==> config.mk <==
export PLATFORM = sky130hd
export DESIGN_NAME = pwm_fade_sequencer
export DESIGN_NICKNAME = d
export VERILOG_FILES = /design/src/rtl/pwm_fade_sequencer.sv
export SDC_FILE = /design/constraint.sdc
export NUM_CORES = 1
export LEC_CHECK = 0
export ABC_CLOCK_PERIOD_IN_PS = 3500
export BUFFER_PORTS_ARGS = -buffer_cell sky130_fd_sc_hd__buf_4
export CAP_MARGIN = 30
export CORE_MARGIN = 2
export CORE_UTILIZATION = 62
export DETAILED_ROUTE_END_ITERATION = 10
export GPL_ROUTABILITY_DRIVEN = 0
export PLACE_DENSITY = 0.86
export REMOVE_ABC_BUFFERS = 1
export SYNTH_ARGS = -nofsm -noshare
export SYNTH_HDL_FRONTEND = slang
export SYNTH_SLANG_ARGS = --single-unit
==> constraint.sdc <==
create_clock -name clk -period 3.5 [get_ports clk]
set_input_delay 0.35 -clock clk [delete_from_list [all_inputs] [get_ports clk]]
set_output_delay 0.35 -clock clk [all_outputs]
set_load 0.05 [all_outputs]
==> src/rtl/pwm_fade_sequencer.sv <==
// pwm_fade_sequencer: drives a PWM duty word through a fade. The duty ramps
// up one step per tick to the latched target, holds at the peak for hold_len+1
// cycles, then ramps down one step per tick back to zero.
// Ports: clk/rst (async active-high); start/stop requests; target, step_div and
//   hold_len are sampled when start is accepted; duty/duty_valid feed the PWM
//   datapath; busy is high outside IDLE; done pulses when a sequence ends.
// Optional macro FADE_LOOP_EN: when defined, the fade repeats until a stop has
//   been seen, and only then returns to IDLE with done.
module pwm_fade_sequencer #(
  parameter int DUTY_W = 8,
  parameter int DIV_W  = 16
) (
  input  logic              clk,
  input  logic              rst,
  input  logic              start,
  input  logic              stop,
  input  logic [DUTY_W-1:0] target,
  input  logic [DIV_W-1:0]  step_div,
  input  logic [DIV_W-1:0]  hold_len,
  output logic [DUTY_W-1:0] duty,
  output logic              duty_valid,
  output logic              busy,
  output logic              done
);

  localparam logic [1:0] S_IDLE = 2'd0;
  localparam logic [1:0] S_UP   = 2'd1;
  localparam logic [1:0] S_HOLD = 2'd2;
  localparam logic [1:0] S_DOWN = 2'd3;

  localparam logic [DUTY_W-1:0] DUTY_ONE = DUTY_W'(1);
  localparam logic [DIV_W-1:0]  CNT_ONE  = DIV_W'(1);

  logic [1:0]        state_q, state_d;
  logic [DUTY_W-1:0] duty_q, duty_d;
  logic              valid_q, valid_d;
  logic              done_q, done_d;
  // One counter serves as the step-tick divider in UP/DOWN and as the
  // peak-hold counter in HOLD; it is cleared on every state change.
  logic [DIV_W-1:0]  cnt_q, cnt_d;
  logic [DUTY_W-1:0] target_q, target_d;
  logic [DIV_W-1:0]  step_q, step_d;
  logic [DIV_W-1:0]  hold_q, hold_d;
`ifdef FADE_LOOP_EN
  // Remembers any stop seen since start so the loop ends at the next zero.
  logic              stop_seen_q, stop_seen_d;
`endif

  logic tick;
  assign tick = (cnt_q == step_q);

  always_comb begin
    state_d  = state_q;
    duty_d   = duty_q;
    valid_d  = 1'b0;
    done_d   = 1'b0;
    cnt_d    = cnt_q;
    target_d = target_q;
    step_d   = step_q;
    hold_d   = hold_q;
`ifdef FADE_LOOP_EN
    stop_seen_d = stop_seen_q;
`endif
    case (state_q)
      S_IDLE: begin
        // stop is deliberately not looked at here, so start always wins.
        if (start) begin
          target_d = target;
          step_d   = step_div;
          hold_d   = hold_len;
          cnt_d    = '0;
          state_d  = S_UP;
`ifdef FADE_LOOP_EN
          stop_seen_d = 1'b0;
`endif
        end
      end
      S_UP: begin
        if (stop) begin
          state_d = S_DOWN;
          cnt_d   = '0;
`ifdef FADE_LOOP_EN
          stop_seen_d = 1'b1;
`endif
        end else if (duty_q == target_q) begin
          // Peak test precedes the increment, so duty can never pass target.
          state_d = S_HOLD;
          cnt_d   = '0;
        end else if (tick) begin
          duty_d  = duty_q + DUTY_ONE;
          valid_d = 1'b1;
          cnt_d   = '0;
        end else begin
          cnt_d = cnt_q + CNT_ONE;
        end
      end
      S_HOLD: begin
        if (stop || (cnt_q == hold_q)) begin
          state_d = S_DOWN;
          cnt_d   = '0;
`ifdef FADE_LOOP_EN
          if (stop) stop_seen_d = 1'b1;
`endif
        end else begin
          cnt_d = cnt_q + CNT_ONE;
        end
      end
      S_DOWN: begin
`ifdef FADE_LOOP_EN
        if (stop) stop_seen_d = 1'b1;
`endif
        if (duty_q == '0) begin
`ifdef FADE_LOOP_EN
          if (stop_seen_q || stop) begin
            state_d = S_IDLE;
            done_d  = 1'b1;
          end else begin
            state_d = S_UP;
          end
`else
          state_d = S_IDLE;
          done_d  = 1'b1;
`endif
          cnt_d = '0;
        end else if (tick) begin
          duty_d  = duty_q - DUTY_ONE;
          valid_d = 1'b1;
          cnt_d   = '0;
        end else begin
          cnt_d = cnt_q + CNT_ONE;
        end
      end
      default: begin
        state_d = S_IDLE;
      end
    endcase
  end

  always_ff @(posedge clk or posedge rst) begin
    if (rst) begin
      state_q  <= S_IDLE;
      duty_q   <= '0;
      valid_q  <= 1'b0;
      done_q   <= 1'b0;
      cnt_q    <= '0;
      target_q <= '0;
      step_q   <= '0;
      hold_q   <= '0;
`ifdef FADE_LOOP_EN
      stop_seen_q <= 1'b0;
`endif
    end else begin
      state_q  <= state_d;
      duty_q   <= duty_d;
      valid_q  <= valid_d;
      done_q   <= done_d;
      cnt_q    <= cnt_d;
      target_q <= target_d;
      step_q   <= step_d;
      hold_q   <= hold_d;
`ifdef FADE_LOOP_EN
      stop_seen_q <= stop_seen_d;
`endif
    end
  end

  assign duty       = duty_q;
  assign duty_valid = valid_q;
  assign busy       = (state_q != S_IDLE);
  assign done       = done_q;

endmodule
==> impl_metrics.py, run 1 <==
metrics = {
    "floorplanning": {
        "core_area_mm2": 0.006026,
        "placement_rows": 28,
        "die_height_um": 83.58,
        "die_w_um": 83.58,
        "top_level_ports": 55,
        "floorplan.die_area_mm2": 0.006986,
        "floorplan.initialDensity_pct": 65.16,
    },
    "timing": {
        "tcrit_tclk_final_pct": 71.95,
        "timing.slew.headroom_pct": 41.77,
        "finalCriticalPeriod_ps": 2518,
        "timing.final.setup_violations": 0,
        "report.final.hold_viol_count": 0,
        "grt_setup_unrepaired": "no",
        "setup-tns-final_ps": 0,
        "fin_hold_ws_ps": 196.8,
        "peak_freq_mhz": 397.1,
        "fin_skew_ps": 4.540,
        "post_layout_worst_setup_margin_ps": 981.6,
        "timing_worst_slew_pin_value_ps": 872.1,
        "number_of_slew_limit_violations_in_the_final_report": 0,
    },
    "finish": {
        "fill_cell_total_of_the_finished_layout": 432,
        "antenna-diode-count": 0,
        "finalNetCount": 467,
        "layout_cell_share_with_drive_strength_beyond_1_pct": 31.81,
        "areaGrowthSynthToFinish_pct": 16.03,
        "finalNonFillerCells": 490,
    },
    "worst_setup_path": {
        "critical_path.startpoint_type": "flop",
        "critPathCaptureType": "flop",
        "critical_path.most_common_cell": "sky130_fd_sc_hd__o21a_1",
        "crit_path_max_fanout": 10,
        "cp_cell_sequence": "ha_1, inv_1, fa_1, nor2b_1, o21ai_0, a21boi_0, o21a_1, o21a_1, o31ai_2",
        "cp_data_required_time_ps": 3710,
        "crit_path_max_incr_delay_ps": 430,
        "critPathKind": "flop to flop",
        "path_delay_family": "adder cells",
        "count_of_buffering_cells_on_the_critical_path_with_inverters_included": 1,
        "cp.arrival_ps": 2730,
        "slowest_stage": "sky130_fd_sc_hd__ha_1",
    },
    "logic_synthesis": {
        "number_of_flops_mapped_to_enable_cells_by_yosys": 0,
        "synth_commonest_cells": "68 x sky130_fd_sc_hd__dfrtp_1, 43 x sky130_fd_sc_hd__mux2_2, 42 x sky130_fd_sc_hd__xnor2_1",
        "synthTopCellsByArea": "sky130_fd_sc_hd__dfrtp_1 43%, sky130_fd_sc_hd__mux2_2 12%, sky130_fd_sc_hd__xnor2_1 9.4%",
        "synth_ff_type": "sky130_fd_sc_hd__dfrtp_1",
        "synth_seq_area_share_pct": 43.34,
        "synthesis.instances": 362,
        "mappedNetlistArea_mm2": 0.003926,
        "avgSynthCellArea_um2": 10.85,
        "fraction_of_registers_with_async_set_or_reset_after_synthesis_pct": 100.0,
        "netlist.top_cell.by_area": "sky130_fd_sc_hd__dfrtp_1",
        "synthMostInstantiatedCell": "sky130_fd_sc_hd__dfrtp_1",
        "ys_ff_latch": 68,
        "ys_types": 53,
        "synth_top_area_share_pct": 43.34,
        "synth.yosys.warnings": 0,
    },
    "power": {
        "power_frac_clock_pct": 22.3,
        "power.static_leakage_nw": 1.887,
        "sw_frac_of_total_pct": 35.04,
        "internal_power_mw": 2.180,
        "power.share.sequential_pct": 37.9,
        "netSwitchingPower_mw": 1.176,
        "power.share.combinational_pct": 39.8,
        "ir_drop_mv": 0.4913,
        "power-per-cell-area_mw_per_mm2": 736.5,
    },
    "route": {
        "totalWireLength_mm": 8.380,
        "routedLengthMet1_mm": 3.764,
        "vias_per_cell": 5.947,
        "met2_wirelength_mm": 3.833,
        "post-route-drc-count": 0,
        "drt_iter0_markers": 325,
        "met3RoutedLength_um": 613,
        "via_count": 2914,
        "ant_nets": 0,
        "drt_pass1_iterations": 7,
        "routed.top_layer": "met4",
        "wire_per_inst_um": 17.10,
    },
    "cts": {
        "cts_max_path_buffers": 2,
        "htreeDepth": 3,
        "post_cts_hold_buffer_count": 0,
        "post_cts.repair.setup_buffers": 0,
        "clock_insertion_delay_worst_skew_ps": 340,
        "cts_root_buf": "sky130_fd_sc_hd__clkbuf_8",
        "cts_resizes": 0,
        "cts.reportedPaths.clkPinSlew_ps": 70,
        "cts_num_sinks": 68,
        "cts-buffers-inserted": 9,
        "cts_tree": "done",
    },
    "placement": {
        "dp_hpwl_mm": 6.020,
        "place_inst": 474,
        "numPortBuffers": 54,
        "worst_setup_slack_post_dpl_ps": 1075,
    },
    "run": {
        "drv_cap": 0,
    },
    "run_status": {
        "outcome": "complete, no violations",
    },
    "global_route": {
        "grt_use_total_pct": 25.67,
        "vias_in_the_first_global_route": 2944,
        "largest_net_degree_at_the_start_of_global_routing": 44,
        "global_route.overflow_total": 0,
        "grt_first_pass_wirelength_mm": 14.30,
        "grt_antenna_before_repair": 0,
    },
    "worst_hold_path": {
        "min_path_type": "primary input to asynchronous set/reset pin",
    },
}
-- routing by layer --
| metal | vias up | global-route usage [%] |
|---|---|---|
| li1 | 1392 | - |
| met1 | 1382 | 36.18 |
| met2 | 122 | 38.62 |
| met3 | 18 | 5.341 |
| met4 | 0 | 10.85 |
| met5 | - | 0 |
-- cell usage in the layout, fill, tap and decap left out, drive strengths merged, types with 2 or more instances in the layout --
| cell | instances |
|---|---|
| clkinv | 3 |
| or3 | 2 |
| xor2 | 2 |
| a21oi | 4 |
| buf | 57 |
| o31ai | 8 |
| ha | 12 |
| o21a | 2 |
| o211ai | 3 |
| mux2 | 43 |
| bufinv | 2 |
| nand4 | 12 |
| and3 | 2 |
| nand2 | 26 |
| nor2b | 2 |
| mux2i | 5 |
| o21ai | 13 |
| nor3 | 9 |
| a211oi | 14 |
| nor2 | 22 |
| inv | 12 |
| xnor2 | 44 |
| nand2b | 4 |
| dfrtp | 68 |
| nand3 | 12 |
| clkbuf | 12 |
| nor4 | 6 |
-- state kept, by name, indices dropped and copies added (netlist names) --
| name | cells |
|---|---|
| cnt_q | 16 |
| done | 1 |
| duty | 8 |
| duty_valid | 1 |
| hold_q | 16 |
| state_q | 2 |
| step_q | 16 |
| target_q | 8 |
-- final timing paths --
path	startpoint	endpoint	slack [ps]	cells past startpoint
setup / recovery	state_q[1]	duty[6]	980	9
hold / removal	rst	target_q[3]	200	2
setup reg to reg	state_q[1]	duty[6]	980	9
hold reg to reg	step_q[9]	step_q[9]	530	1
max in group asynchronous	rst	cnt_q[1]	2430	3
min in group clk	hold_len[5]	hold_q[5]	230	2
-- logic make-up after synthesis --
group	synth area share [%]
AO/OA/AOI/OAI	10.20
flip-flops	43.34
multiplexers	13.61
buffers and inverters	4.493
AND/OR/NAND/NOR	13.19
XOR/XNOR	10.83
adder cells (fa/ha/maj)	4.334
-- power groups by stage --
stage	registers, mW	logic [mW]	clock network (mW)
final	1.27	1.34	0.749
after global routing	1.30	1.46	0.803
after CTS	1.27	1.34	0.756
after detailed placement	1.28	1.31	0
after global placement	1.27	1.27	0
after floorplan	1.22	1.06	0
-- per-stage QoR --
| stage | utilization [%] | total power [mW] | cell area [um2] |
|---|---|---|---|
| 3_5_place_dp | 71.70 | 2.593 | 4320 |
| 2_1_floorplan | - | 2.282 | 3799 |
| 4_1_cts | 75.60 | 3.362 | 4556 |
| 3_3_place_gp | 71.70 | 2.533 | 4320 |
| 6_report | 75.60 | 3.355 | 4556 |
| 5_1_grt | 75.60 | 3.562 | 4556 |
-- final cells by class --
class | instances | area [um2] | area share, %
Clock buffer | 12 | 165.2 | 3.625
Clock inverter | 4 | 70.07 | 1.538
Inverter | 13 | 48.80 | 1.071
Multi-Input combinational cell | 261 | 2048 | 44.96
Sequential cell | 68 | 1702 | 37.35
Tap cell | 75 | 93.84 | 2.060
Timing Repair Buffer | 57 | 427.9 | 9.393
Note: power is estimated with default switching activity, not from simulation.
==> run 2: changes to the inputs <==
ABC_CLOCK_PERIOD_IN_PS = 2570   (was 3500)
CORE_UTILIZATION = 58   (was 62)
PLACE_DENSITY = 0.82   (was 0.86)
clock period = 2.57 ns   (was 3.5 ns; I/O delays follow)
==> impl_metrics.py, run 2 (synthesis gave the netlist of run 1 again) <==
metrics = {
    "floorplanning": {
        "top_level_ports": 55,
        "placement_rows": 29,
        "floorplan.initialDensity_pct": 60.79,
        "floorplan.die_area_mm2": 0.007443,
        "die_w_um": 86.28,
        "core_area_mm2": 0.006459,
        "die_height_um": 86.28,
    },
    "route": {
        "ant_nets": 0,
        "vias_per_cell": 5.910,
        "totalWireLength_mm": 8.513,
        "via_count": 2961,
        "post-route-drc-count": 0,
        "drt_pass1_iterations": 5,
        "wire_per_inst_um": 16.99,
        "drt_iter0_markers": 339,
    },
    "global_route": {
        "grt_first_pass_wirelength_mm": 14.17,
        "vias_in_the_first_global_route": 2920,
        "grt_antenna_before_repair": 0,
        "global_route.overflow_total": 0,
        "largest_net_degree_at_the_start_of_global_routing": 41,
        "grt_use_total_pct": 24.37,
    },
    "cts": {
        "cts-buffers-inserted": 9,
        "clock_insertion_delay_worst_skew_ps": 340,
        "cts_num_sinks": 68,
        "post_cts.repair.setup_buffers": 0,
        "cts_root_buf": "sky130_fd_sc_hd__clkbuf_8",
        "cts.reportedPaths.clkPinSlew_ps": 80,
        "cts_max_path_buffers": 2,
        "htreeDepth": 3,
        "cts_tree": "done",
    },
    "worst_setup_path": {
        "critical_path.most_common_cell": "sky130_fd_sc_hd__o21a_1",
        "critPathCaptureType": "flop",
        "slowest_stage": "sky130_fd_sc_hd__a21boi_0",
        "count_of_buffering_cells_on_the_critical_path_with_inverters_included": 1,
        "worst_setup_path_startpoint": "state_q[1]",
        "path_delay_family": "compound AO/OA/AOI/OAI gates",
        "regToRegStartpoint": "state_q[1]",
        "cp_cell_sequence": "ha_2, inv_1, fa_1, nor2b_1, o21ai_0, a21boi_0, o21a_1, o21a_1, o31ai_2",
        "critPathKind": "flop to flop",
        "cp_data_required_time_ps": 2790,
        "critical_path.startpoint_type": "flop",
        "cp.arrival_ps": 2680,
        "crit_path_max_incr_delay_ps": 430,
        "crit_path_max_fanout": 10,
    },
    "placement": {
        "numPortBuffers": 54,
        "dp_hpwl_mm": 6.219,
    },
    "finish": {
        "layout_cell_share_with_drive_strength_beyond_1_pct": 33.25,
        "layout_common_cells": "68 x sky130_fd_sc_hd__dfrtp_1, 65 x sky130_fd_sc_hd__buf_4, 43 x sky130_fd_sc_hd__mux2_2, 42 x sky130_fd_sc_hd__xnor2_1, 26 x sky130_fd_sc_hd__nand2_1",
        "finalNetCount": 476,
        "antenna-diode-count": 0,
        "postLayoutCoreUtil_pct": 71.54,
        "fill_cell_total_of_the_finished_layout": 465,
        "areaGrowthSynthToFinish_pct": 17.69,
        "mostFrequentLayoutCell": "sky130_fd_sc_hd__dfrtp_1",
        "biggestRegsByFlops": "cnt_q x16, hold_q x16, step_q x16",
    },
    "power": {
        "power.static_leakage_nw": 1.913,
        "ir_drop_mv": 0.5635,
        "power-per-cell-area_mw_per_mm2": 987.4,
    },
    "timing": {
        "finalCriticalPeriod_ps": 2466,
        "fin_skew_ps": 14.20,
        "report.final.hold_viol_count": 0,
        "number_of_slew_limit_violations_in_the_final_report": 0,
        "grt_setup_unrepaired": "no",
        "peak_freq_mhz": 405.5,
        "timing.slew.headroom_pct": 50.31,
        "fin_hold_ws_ps": 140.2,
        "tcrit_tclk_final_pct": 95.96,
        "setup-tns-final_ps": 0,
        "timing.final.setup_violations": 0,
        "timing_worst_slew_pin_value_ps": 738.5,
    },
    "worst_hold_path": {
        "hp-start": "target[0]",
        "min_path_type": "primary input to flop",
    },
    "run_status": {
        "outcome": "complete, no violations",
    },
    "run": {
        "drv_cap": 0,
    },
}
## run 2: layout make-up
type,instances,area [um2],area share (%)
multi-input combinational,261,2051,44.38
sequential,68,1702,36.83
timing repair buffer,66,498.0,10.78
clock buffer,10,137.6,2.979
tap,77,96.34,2.085
clock inverter,6,87.58,1.895
inverter,13,48.80,1.056
## run 2: per-layer routing
layer	GRT usage (%)	vias to the layer above	share of wire, %
li1	-	1402	-
met1	34.21	1429	45
met2	37.98	113	47
met3	4.381	17	5.7
met4	9.375	0	2.0
met5	0	-	0
## run 2: worst register-to-register path: cells and delay by family, from the launching register on
kind	cells	cell delay, ps
simple gates	1	140
fa+ha+maj	2	750
buf+inv	1	130
flops	1	420
compound gates	5	920
## run 2: final timing paths
| path | to | cells past startpoint | slack (ps) |
|---|---|---|---|
| max reg2reg | duty[6] | 9 | 100 |
| min reg2reg | hold_q[9] | 1 | 530 |
| max | duty[6] | 9 | 100 |
| min in group asynchronous | duty[7] | 3 | 430 |
| min | target_q[0] | 2 | 140 |
| max in group asynchronous | hold_q[9] | 4 | 1450 |
## run 2: stage by stage
stage,power (mW),std cells,worst slack (ps),cell area (um2)
final,4.562,501,103.8,4621
after floorplan,3.108,342,231.0,3799
after global routing,4.826,501,37.74,4621
after CTS,4.572,501,79.16,4618
after detailed placement,3.564,484,125.0,4383
after global placement,3.477,484,245.0,4383
## run 2: power by group
part,internal (mW),switching [mW]
combinational,0.926,0.919
sequential,1.43,0.302
clock,0.571,0.415
## run 2: timing repair
item                                    CTS  global route
resized for setup                         0             1
endpoints found under the setup margin    0             2
hold buffers                              1             0
endpoints found under the hold margin    14             0
